File: src/rtl/memory_access_stage.sv
// MEM stage of the pipelined RV32I core: word loads/stores over a req/ready data port, pipeline stall and MEM/WB register.
// Optional access timeout and sticky fault flag are built only when DMEM_TIMEOUT_EN is defined.
module memory_access_stage #(
    parameter int unsigned TIMEOUT_CYCLES = 255
) (
    input  logic        clk,
    input  logic        rst,
    input  logic [31:0] EX_MEM_ALU_OUT,
    input  logic [31:0] EX_MEM_writedata,
    input  logic [4:0]  EX_MEM_RD,
    input  logic        EX_MEM_memwrite_en,
    input  logic        EX_MEM_regwrite_en,
    input  logic        EX_MEM_wb_sel,
    output logic        dmem_req,
    output logic        dmem_we,
    output logic [31:0] dmem_addr,
    output logic [31:0] dmem_wdata,
    input  logic        dmem_ready,
    input  logic [31:0] dmem_rdata,
    output logic        mem_stall,
    output logic [31:0] MEM_EX_ALU_OUT,
    output logic [31:0] MEM_WB_ALU_OUT,
    output logic [31:0] MEM_WB_RDATA,
    output logic [4:0]  MEM_WB_RD,
    output logic        MEM_WB_regwrite_en,
    output logic        MEM_WB_wb_sel,
    output logic        dmem_fault
);

    localparam logic [0:0] S_IDLE = 1'b0;
    localparam logic [0:0] S_WAIT = 1'b1;

    logic [0:0]  state;

    logic [31:0] cap_alu;
    logic [31:0] cap_wdata;
    logic [4:0]  cap_rd;
    logic        cap_we;
    logic        cap_regwrite;
    logic        cap_wb_sel;
    logic        cap_load;

    logic        is_store;
    logic        is_load;
    logic        is_access;
    logic        timeout_hit;
    logic        wait_done;

    assign is_store  = EX_MEM_memwrite_en;
    assign is_load   = EX_MEM_wb_sel & EX_MEM_regwrite_en & ~EX_MEM_memwrite_en;
    assign is_access = is_store | is_load;
    assign cap_load  = cap_wb_sel & cap_regwrite & ~cap_we;
    assign wait_done = dmem_ready | timeout_hit;

    assign MEM_EX_ALU_OUT = EX_MEM_ALU_OUT;

    // Reset gates the request and stall so an abandoned WAIT drops them in the same cycle.
    always_comb begin
        dmem_req   = 1'b0;
        dmem_we    = 1'b0;
        dmem_addr  = '0;
        dmem_wdata = '0;
        mem_stall  = 1'b0;
        case (state)
            S_IDLE: begin
                dmem_req   = is_access;
                dmem_we    = is_store;
                dmem_addr  = {EX_MEM_ALU_OUT[31:2], 2'b00};
                dmem_wdata = EX_MEM_writedata;
                mem_stall  = is_access & ~dmem_ready;
            end
            S_WAIT: begin
                dmem_req   = 1'b1;
                dmem_we    = cap_we;
                dmem_addr  = {cap_alu[31:2], 2'b00};
                dmem_wdata = cap_wdata;
                mem_stall  = ~wait_done;
            end
            default: begin
                dmem_req  = 1'b0;
                mem_stall = 1'b0;
            end
        endcase
        if (rst) begin
            dmem_req  = 1'b0;
            mem_stall = 1'b0;
        end
    end

    always_ff @(posedge clk or posedge rst) begin
        if (rst) begin
            state              <= S_IDLE;
            cap_alu            <= '0;
            cap_wdata          <= '0;
            cap_rd             <= '0;
            cap_we             <= 1'b0;
            cap_regwrite       <= 1'b0;
            cap_wb_sel         <= 1'b0;
            MEM_WB_ALU_OUT     <= '0;
            MEM_WB_RDATA       <= '0;
            MEM_WB_RD          <= '0;
            MEM_WB_regwrite_en <= 1'b0;
            MEM_WB_wb_sel      <= 1'b0;
        end else begin
            case (state)
                S_IDLE: begin
                    if (is_access && !dmem_ready) begin
                        state              <= S_WAIT;
                        cap_alu            <= EX_MEM_ALU_OUT;
                        cap_wdata          <= EX_MEM_writedata;
                        cap_rd             <= EX_MEM_RD;
                        cap_we             <= is_store;
                        cap_regwrite       <= EX_MEM_regwrite_en;
                        cap_wb_sel         <= EX_MEM_wb_sel;
                        MEM_WB_RD          <= '0;
                        MEM_WB_regwrite_en <= 1'b0;
                        MEM_WB_wb_sel      <= 1'b0;
                    end else begin
                        MEM_WB_ALU_OUT     <= EX_MEM_ALU_OUT;
                        MEM_WB_RD          <= EX_MEM_RD;
                        MEM_WB_regwrite_en <= EX_MEM_regwrite_en;
                        MEM_WB_wb_sel      <= EX_MEM_wb_sel;
                        if (is_load) begin
                            MEM_WB_RDATA <= dmem_rdata;
                        end
                    end
                end
                S_WAIT: begin
                    if (wait_done) begin
                        state              <= S_IDLE;
                        MEM_WB_ALU_OUT     <= cap_alu;
                        MEM_WB_RD          <= cap_rd;
                        MEM_WB_regwrite_en <= cap_regwrite;
                        MEM_WB_wb_sel      <= cap_wb_sel;
                        if (cap_load) begin
                            MEM_WB_RDATA <= dmem_ready ? dmem_rdata : '0;
                        end
                    end else begin
                        MEM_WB_RD          <= '0;
                        MEM_WB_regwrite_en <= 1'b0;
                        MEM_WB_wb_sel      <= 1'b0;
                    end
                end
                default: begin
                    state <= S_IDLE;
                end
            endcase
        end
    end

`ifdef DMEM_TIMEOUT_EN
    localparam int unsigned CW = (TIMEOUT_CYCLES < 1) ? 1 : $clog2(TIMEOUT_CYCLES + 1);
    localparam logic [CW-1:0] CNT_MAX = CW'(TIMEOUT_CYCLES);

    logic [CW-1:0] wait_cnt;

    // Counter sits at zero in IDLE, so it is already cleared on entry to WAIT.
    assign timeout_hit = (state == S_WAIT) && (wait_cnt == CNT_MAX);

    always_ff @(posedge clk or posedge rst) begin
        if (rst) begin
            wait_cnt   <= '0;
            dmem_fault <= 1'b0;
        end else begin
            if (state == S_IDLE || wait_done) begin
                wait_cnt <= '0;
            end else begin
                wait_cnt <= wait_cnt + 1'b1;
            end
            if (timeout_hit && !dmem_ready) begin
                dmem_fault <= 1'b1;
            end
        end
    end
`else
    assign timeout_hit = 1'b0;
    assign dmem_fault  = 1'b0;
`endif

endmodule

File: config.mk
export PLATFORM = sky130hd
export DESIGN_NAME = memory_access_stage
export DESIGN_NICKNAME = d
export VERILOG_FILES = /design/src/rtl/memory_access_stage.sv
export SDC_FILE = /design/constraint.sdc
export NUM_CORES = 1
export LEC_CHECK = 0
export ABC_AREA = 1
export CORE_MARGIN = 2
export CORE_UTILIZATION = 35
export CTS_CLUSTER_SIZE = 28
export DETAILED_ROUTE_END_ITERATION = 12
export GPL_ROUTABILITY_DRIVEN = 0
export PLACE_DENSITY_LB_ADDON = 0.25
export RECOVER_POWER = 25
export SKIP_LAST_GASP = 1
export SLEW_MARGIN = 5
export SYNTH_ARGS = -nofsm -noshare
export SYNTH_HDL_FRONTEND = slang
export SYNTH_SLANG_ARGS = --single-unit
File: constraint.sdc
create_clock -name clk -period 7.2 [get_ports clk]
set_input_delay 1.44 -clock clk [delete_from_list [all_inputs] [get_ports clk]]
set_output_delay 1.44 -clock clk [all_outputs]
set_load 0.05 [all_outputs]
-- After elaboration in Yosys (flattened, before gate mapping)
Index checks and enable logic that the tools add are counted.
Widths: inputs -> output; s select.
- register bits after elaboration: 144
- equal/unequal tests: 4
- reductions and logical operators: 5
- muxes and demuxes: 27
- bitwise operators: 10
- operators by type and width (kind ; count):
    $pmux 32 s2 ; 4
    $mux 32 ; 6
    $pmux 1 s2 ; 6
    $mux 5 ; 2
    $pmux 5 s2 ; 1
    $mux 1 ; 8
    $ne 2x2->1 const B ; 3
    $and 1x1->1 ; 5
    $not 1->1 ; 4
    $reduce_and 2->1 ; 2
    $reduce_and 4->1 ; 1
    $ne 2x1->1 const B ; 1
    $logic_and 1x1->1 ; 1
    $logic_not 1->1 ; 1
    $or 1x1->1 ; 1

-- Longest topological paths before layout
- depth in word-level cells: 6
- gate-level depth with buffers: 9

-- Worst setup path before layout
No wires, ideal clock.
- kind: input-to-output
- start point: input rst
- end point: output dmem_req
- setup slack: 0.765 ns
- stages on the path: 3
- arrival: 4.995 ns
- path buffers: 0
- path through: inv_1 nand2_1 inv_1
- cells in the longest elaborated chain, start to end: 1
- RTL lines (item ; RTL line ; source):
    start: declaration ; 7 ; input logic rst,
    $mux 1 ; 84 ; if (rst) begin
    end: declaration ; 14 ; output logic dmem_req,
Every way passes these cells.

-- Worst setup path after layout
- start point: input EX_MEM_wb_sel
- end point: output mem_stall
- cells in the longest elaborated chain, start to end: 6
- RTL lines (item ; RTL line ; source):
    start: declaration ; 13 ; input logic EX_MEM_wb_sel,
    $and 1x1->1 (2 in a row) ; 50 ; assign is_load = EX_MEM_wb_sel & EX_MEM_regwrite_en & ~EX_MEM_memwrite_en;
    $or 1x1->1 ; 51 ; assign is_access = is_store | is_load;
    $and 1x1->1 ; 70 ; mem_stall = is_access & ~dmem_ready;
    $pmux 1 s2 ; 64 ; case (state)
    $mux 1 ; 84 ;
    end: declaration ; 20 ; output logic mem_stall,
Every way passes these cells.

==> metrics <==
I/O pins=278; average detailed-routed wire length per instance=14.2 µm; Post-Syn Area=0.00679 mm²; pin count of the biggest net entering global routing=89; startpoint of the most critical setup path=EX_MEM_wb_sel; final setup vio count=0; worst setup path endpoint=mem_stall; startpoint of the most critical register-to-register path=state; Clock Tree Buf Depth=2; first-pass GRT wire length=29,400 µm; class of the tightest hold or removal check=reg -> reg; final worst clock skew=0.00680 ns; total iterations of the first detailed-routing run=6; initial antenna violation count=0; post-CTS clock slew at the launch and capture registers of the worst setup and hold paths=0.06 ns; endpoint type of the worst setup path=primary output; clock latency at the later pin of the worst-skew pair=0.42 ns; CP max FO=34; half-perimeter wire length of the detailed placement result=12,600 µm; clk sinks=144; Cell Pwr Density=307 mW/mm²; post-route ant nets=0; H-tree depth=4; flop2flop setup slack=4.51 ns; sequential share of the synthesized area=53.1%; Sw Share=38.6%; clk root buf=sky130_fd_sc_hd__clkbuf_16; Mean Syn Cell Area=8.03 µm²; share of cells above drive strength 1=6.33%; period utilization=69.5%; endpoint of the lowest-slack register-to-register path=MEM_WB_RDATA[20]; register bit total from synthesis=144; via/cell ratio=4.53; Post-CTS Setup Inserts=0; number of cells traversed by the worst register-to-register path=6; violations in the final reports=max-capacitance violations, max-slew violations; clock share of power=29.7%; post-layout minimum cycle time=5.00 ns; Yosys warning count=0; internal power consumption=0.00187 W; drt total wl=18,900 µm; status=finished, violations left; global-route usage over all layers=18.4%; TritonCTS clock tree=built; post-cts repair resize count=0; sequential fraction of design power=33.6%; initial core utilization=35.9%; power spent charging and discharging nets=0.00118 W; TritonCTS buffer count=17; final hold violation count=0; Yosys cell types=17; Layout Nets=1,169; Worst setup SP type=primary input; site row count=50; relative max-transition margin=-36.5%; DR iter-0 viols=273; total of max-cap violations=1; area growth from synthesis to layout=46.3%; die area=0.0205 mm²; vias in the first global route=5,577; Worst Setup Slack, final=2.20 ns; Slew @ Worst Pin=2.05 ns; number of port buffers=274; die extent in x=143 µm; data required time of the worst path=5.76 ns; final setup TNS=0 ns; fin. max-slew vios=50; unrepaired setup endpoints after global routing=false; area inside the core boundary=0.0189 mm²; Pleak=4.76 nW; via count=6,041; DRC viols=0; data arrival at the endpoint of the critical path=3.56 ns; Max rail drop VDD=0.000156 V; maximum frequency from static timing analysis=200 MHz; post-synthesis cell count=845; Die H=143 µm; Remaining Overflow, GRT=0; crit path kind=in -> out; power share of the combinational group=36.6%; worst slack, placed=2.26 ns; ant diodes=0; CTS hold repair buffers=0
## layer usage
| metal | vias up | track usage (%) | part of all wire [%] | routed length (µm) |
|---|---|---|---|---|
| li1 | 3036 | - | - | - |
| met1 | 2797 | 24.3 | 45 | 8450 |
| met2 | 186 | 29.9 | 48 | 9030 |
| met3 | 22 | 4.12 | 5.9 | 1110 |
| met4 | 0 | 6.40 | 1.8 | 335 |
| met5 | - | 0 | 0 | 0 |
## synth_stat cells
master,n,area [µm²]
sky130_fd_sc_hd__nand2_2,13,81.3
sky130_fd_sc_hd__nand2_1,418,1570
sky130_fd_sc_hd__buf_6,13,146
sky130_fd_sc_hd__nand3_1,40,200
sky130_fd_sc_hd__a21oi_2,2,17.5
sky130_fd_sc_hd__clkbuf_1,11,41.3
sky130_fd_sc_hd__dfrtp_1,144,3600
sky130_fd_sc_hd__inv_2,2,7.51
sky130_fd_sc_hd__conb_1,1,3.75
sky130_fd_sc_hd__inv_1,34,128
sky130_fd_sc_hd__o21ai_0,70,350
sky130_fd_sc_hd__o21ai_2,10,87.6
sky130_fd_sc_hd__buf_2,21,105
sky130_fd_sc_hd__nor2_4,2,22.5
sky130_fd_sc_hd__nor2_1,1,3.75
sky130_fd_sc_hd__buf_4,41,308
sky130_fd_sc_hd__o21ai_1,22,110
## stage by stage
stage	cells	hold slack (ns)	total power, W	instance area [µm²]	utilization, %
6_report	1335	0.468	0.00305	9920	52.5
5_1_grt	1335	0.487	0.00319	9920	52.5
4_1_cts	1335	0.473	0.00308	9930	52.6
3_5_place_dp	1303	0.458	0.00217	9330	49.4
3_3_place_gp	1303	0.454	0.00215	9330	49.4
2_1_floorplan	847	0.450	0.00178	6790	-
## placed cells by master (no fill, tap or decap), types with 4 or more instances in the layout
cell type and n:
sky130_fd_sc_hd__o21ai_0 71, sky130_fd_sc_hd__dfrtp_1 143, sky130_fd_sc_hd__o21ai_1 21, sky130_fd_sc_hd__o21ai_2 10
sky130_fd_sc_hd__buf_4 7, sky130_fd_sc_hd__nand2_1 419, sky130_fd_sc_hd__clkdlybuf4s50_1 272, sky130_fd_sc_hd__clkinvlp_4 4
sky130_fd_sc_hd__nand2_2 12, sky130_fd_sc_hd__clkbuf_16 17, sky130_fd_sc_hd__nand3_1 40, sky130_fd_sc_hd__inv_1 33
## state kept, by name (all words and copies together) (netlist names), 5 cells and up
| signal | cells |
|---|---|
| MEM_WB_ALU_OUT | 32 |
| MEM_WB_RD | 5 |
| MEM_WB_RDATA | 32 |
| cap_alu | 32 |
| cap_rd | 5 |
| cap_wdata | 32 |
## layout make-up
cell class / instances / area, µm²
Fill cell: 1812 / 8970
Sequential cell: 144 / 3600
Timing Repair Buffer: 282 / 2800
Multi-Input combinational cell: 581 / 2450
Clock buffer: 19 / 443
Tap cell: 260 / 325
Clock inverter: 13 / 161
Inverter: 36 / 140
## worst max-delay path, stage by stage
cell and delay [ns]:
sky130_fd_sc_hd__dlygate4sd3_1 0.64, sky130_fd_sc_hd__nand2_1 0.10, sky130_fd_sc_hd__nand3_1 0.09, sky130_fd_sc_hd__nand2_1 0.05, sky130_fd_sc_hd__buf_4 0.26, sky130_fd_sc_hd__nor2_1 0.15, sky130_fd_sc_hd__clkdlybuf4s50_1 0.81
## how the worst min path moves through the flow
stage / depth (start not counted) / slack (ns) / start / end
2_1_floorplan: 2 / 0.45 / cap_wdata[21] / cap_wdata[21]
3_3_place_gp: 2 / 0.45 / MEM_WB_ALU_OUT[3] / MEM_WB_ALU_OUT[3]
3_5_place_dp: 2 / 0.46 / MEM_WB_RDATA[21] / MEM_WB_RDATA[21]
4_1_cts: 2 / 0.47 / MEM_WB_RDATA[14] / MEM_WB_RDATA[14]
5_1_grt: 2 / 0.49 / MEM_WB_RDATA[12] / MEM_WB_RDATA[12]
6_report: 2 / 0.47 / MEM_WB_ALU_OUT[27] / MEM_WB_ALU_OUT[27]
## power by group through the flow
stage / clock network, W / registers, W / logic [W]
6_report: 0.000906 / 0.00103 / 0.00112
5_1_grt: 0.000961 / 0.00104 / 0.00119
4_1_cts: 0.000924 / 0.00103 / 0.00113
3_5_place_dp: 0 / 0.00104 / 0.00113
3_3_place_gp: 0 / 0.00103 / 0.00112
2_1_floorplan: 0 / 0.00131 / 0.000468
## cell families (layout without fill, tap and decap cells)
kind of cell           after synthesis  count (layout)  share of synthesized area [%]
AO/OA/AOI/OAI                      104             104                           8.33
buffers and inverters              122             350                           10.8
flip-flops                         144             144                           53.1
other                                1               3                         0.0553
AND/OR/NAND/NOR                    474             474                           27.7
(Power assumes the default switching activity.)
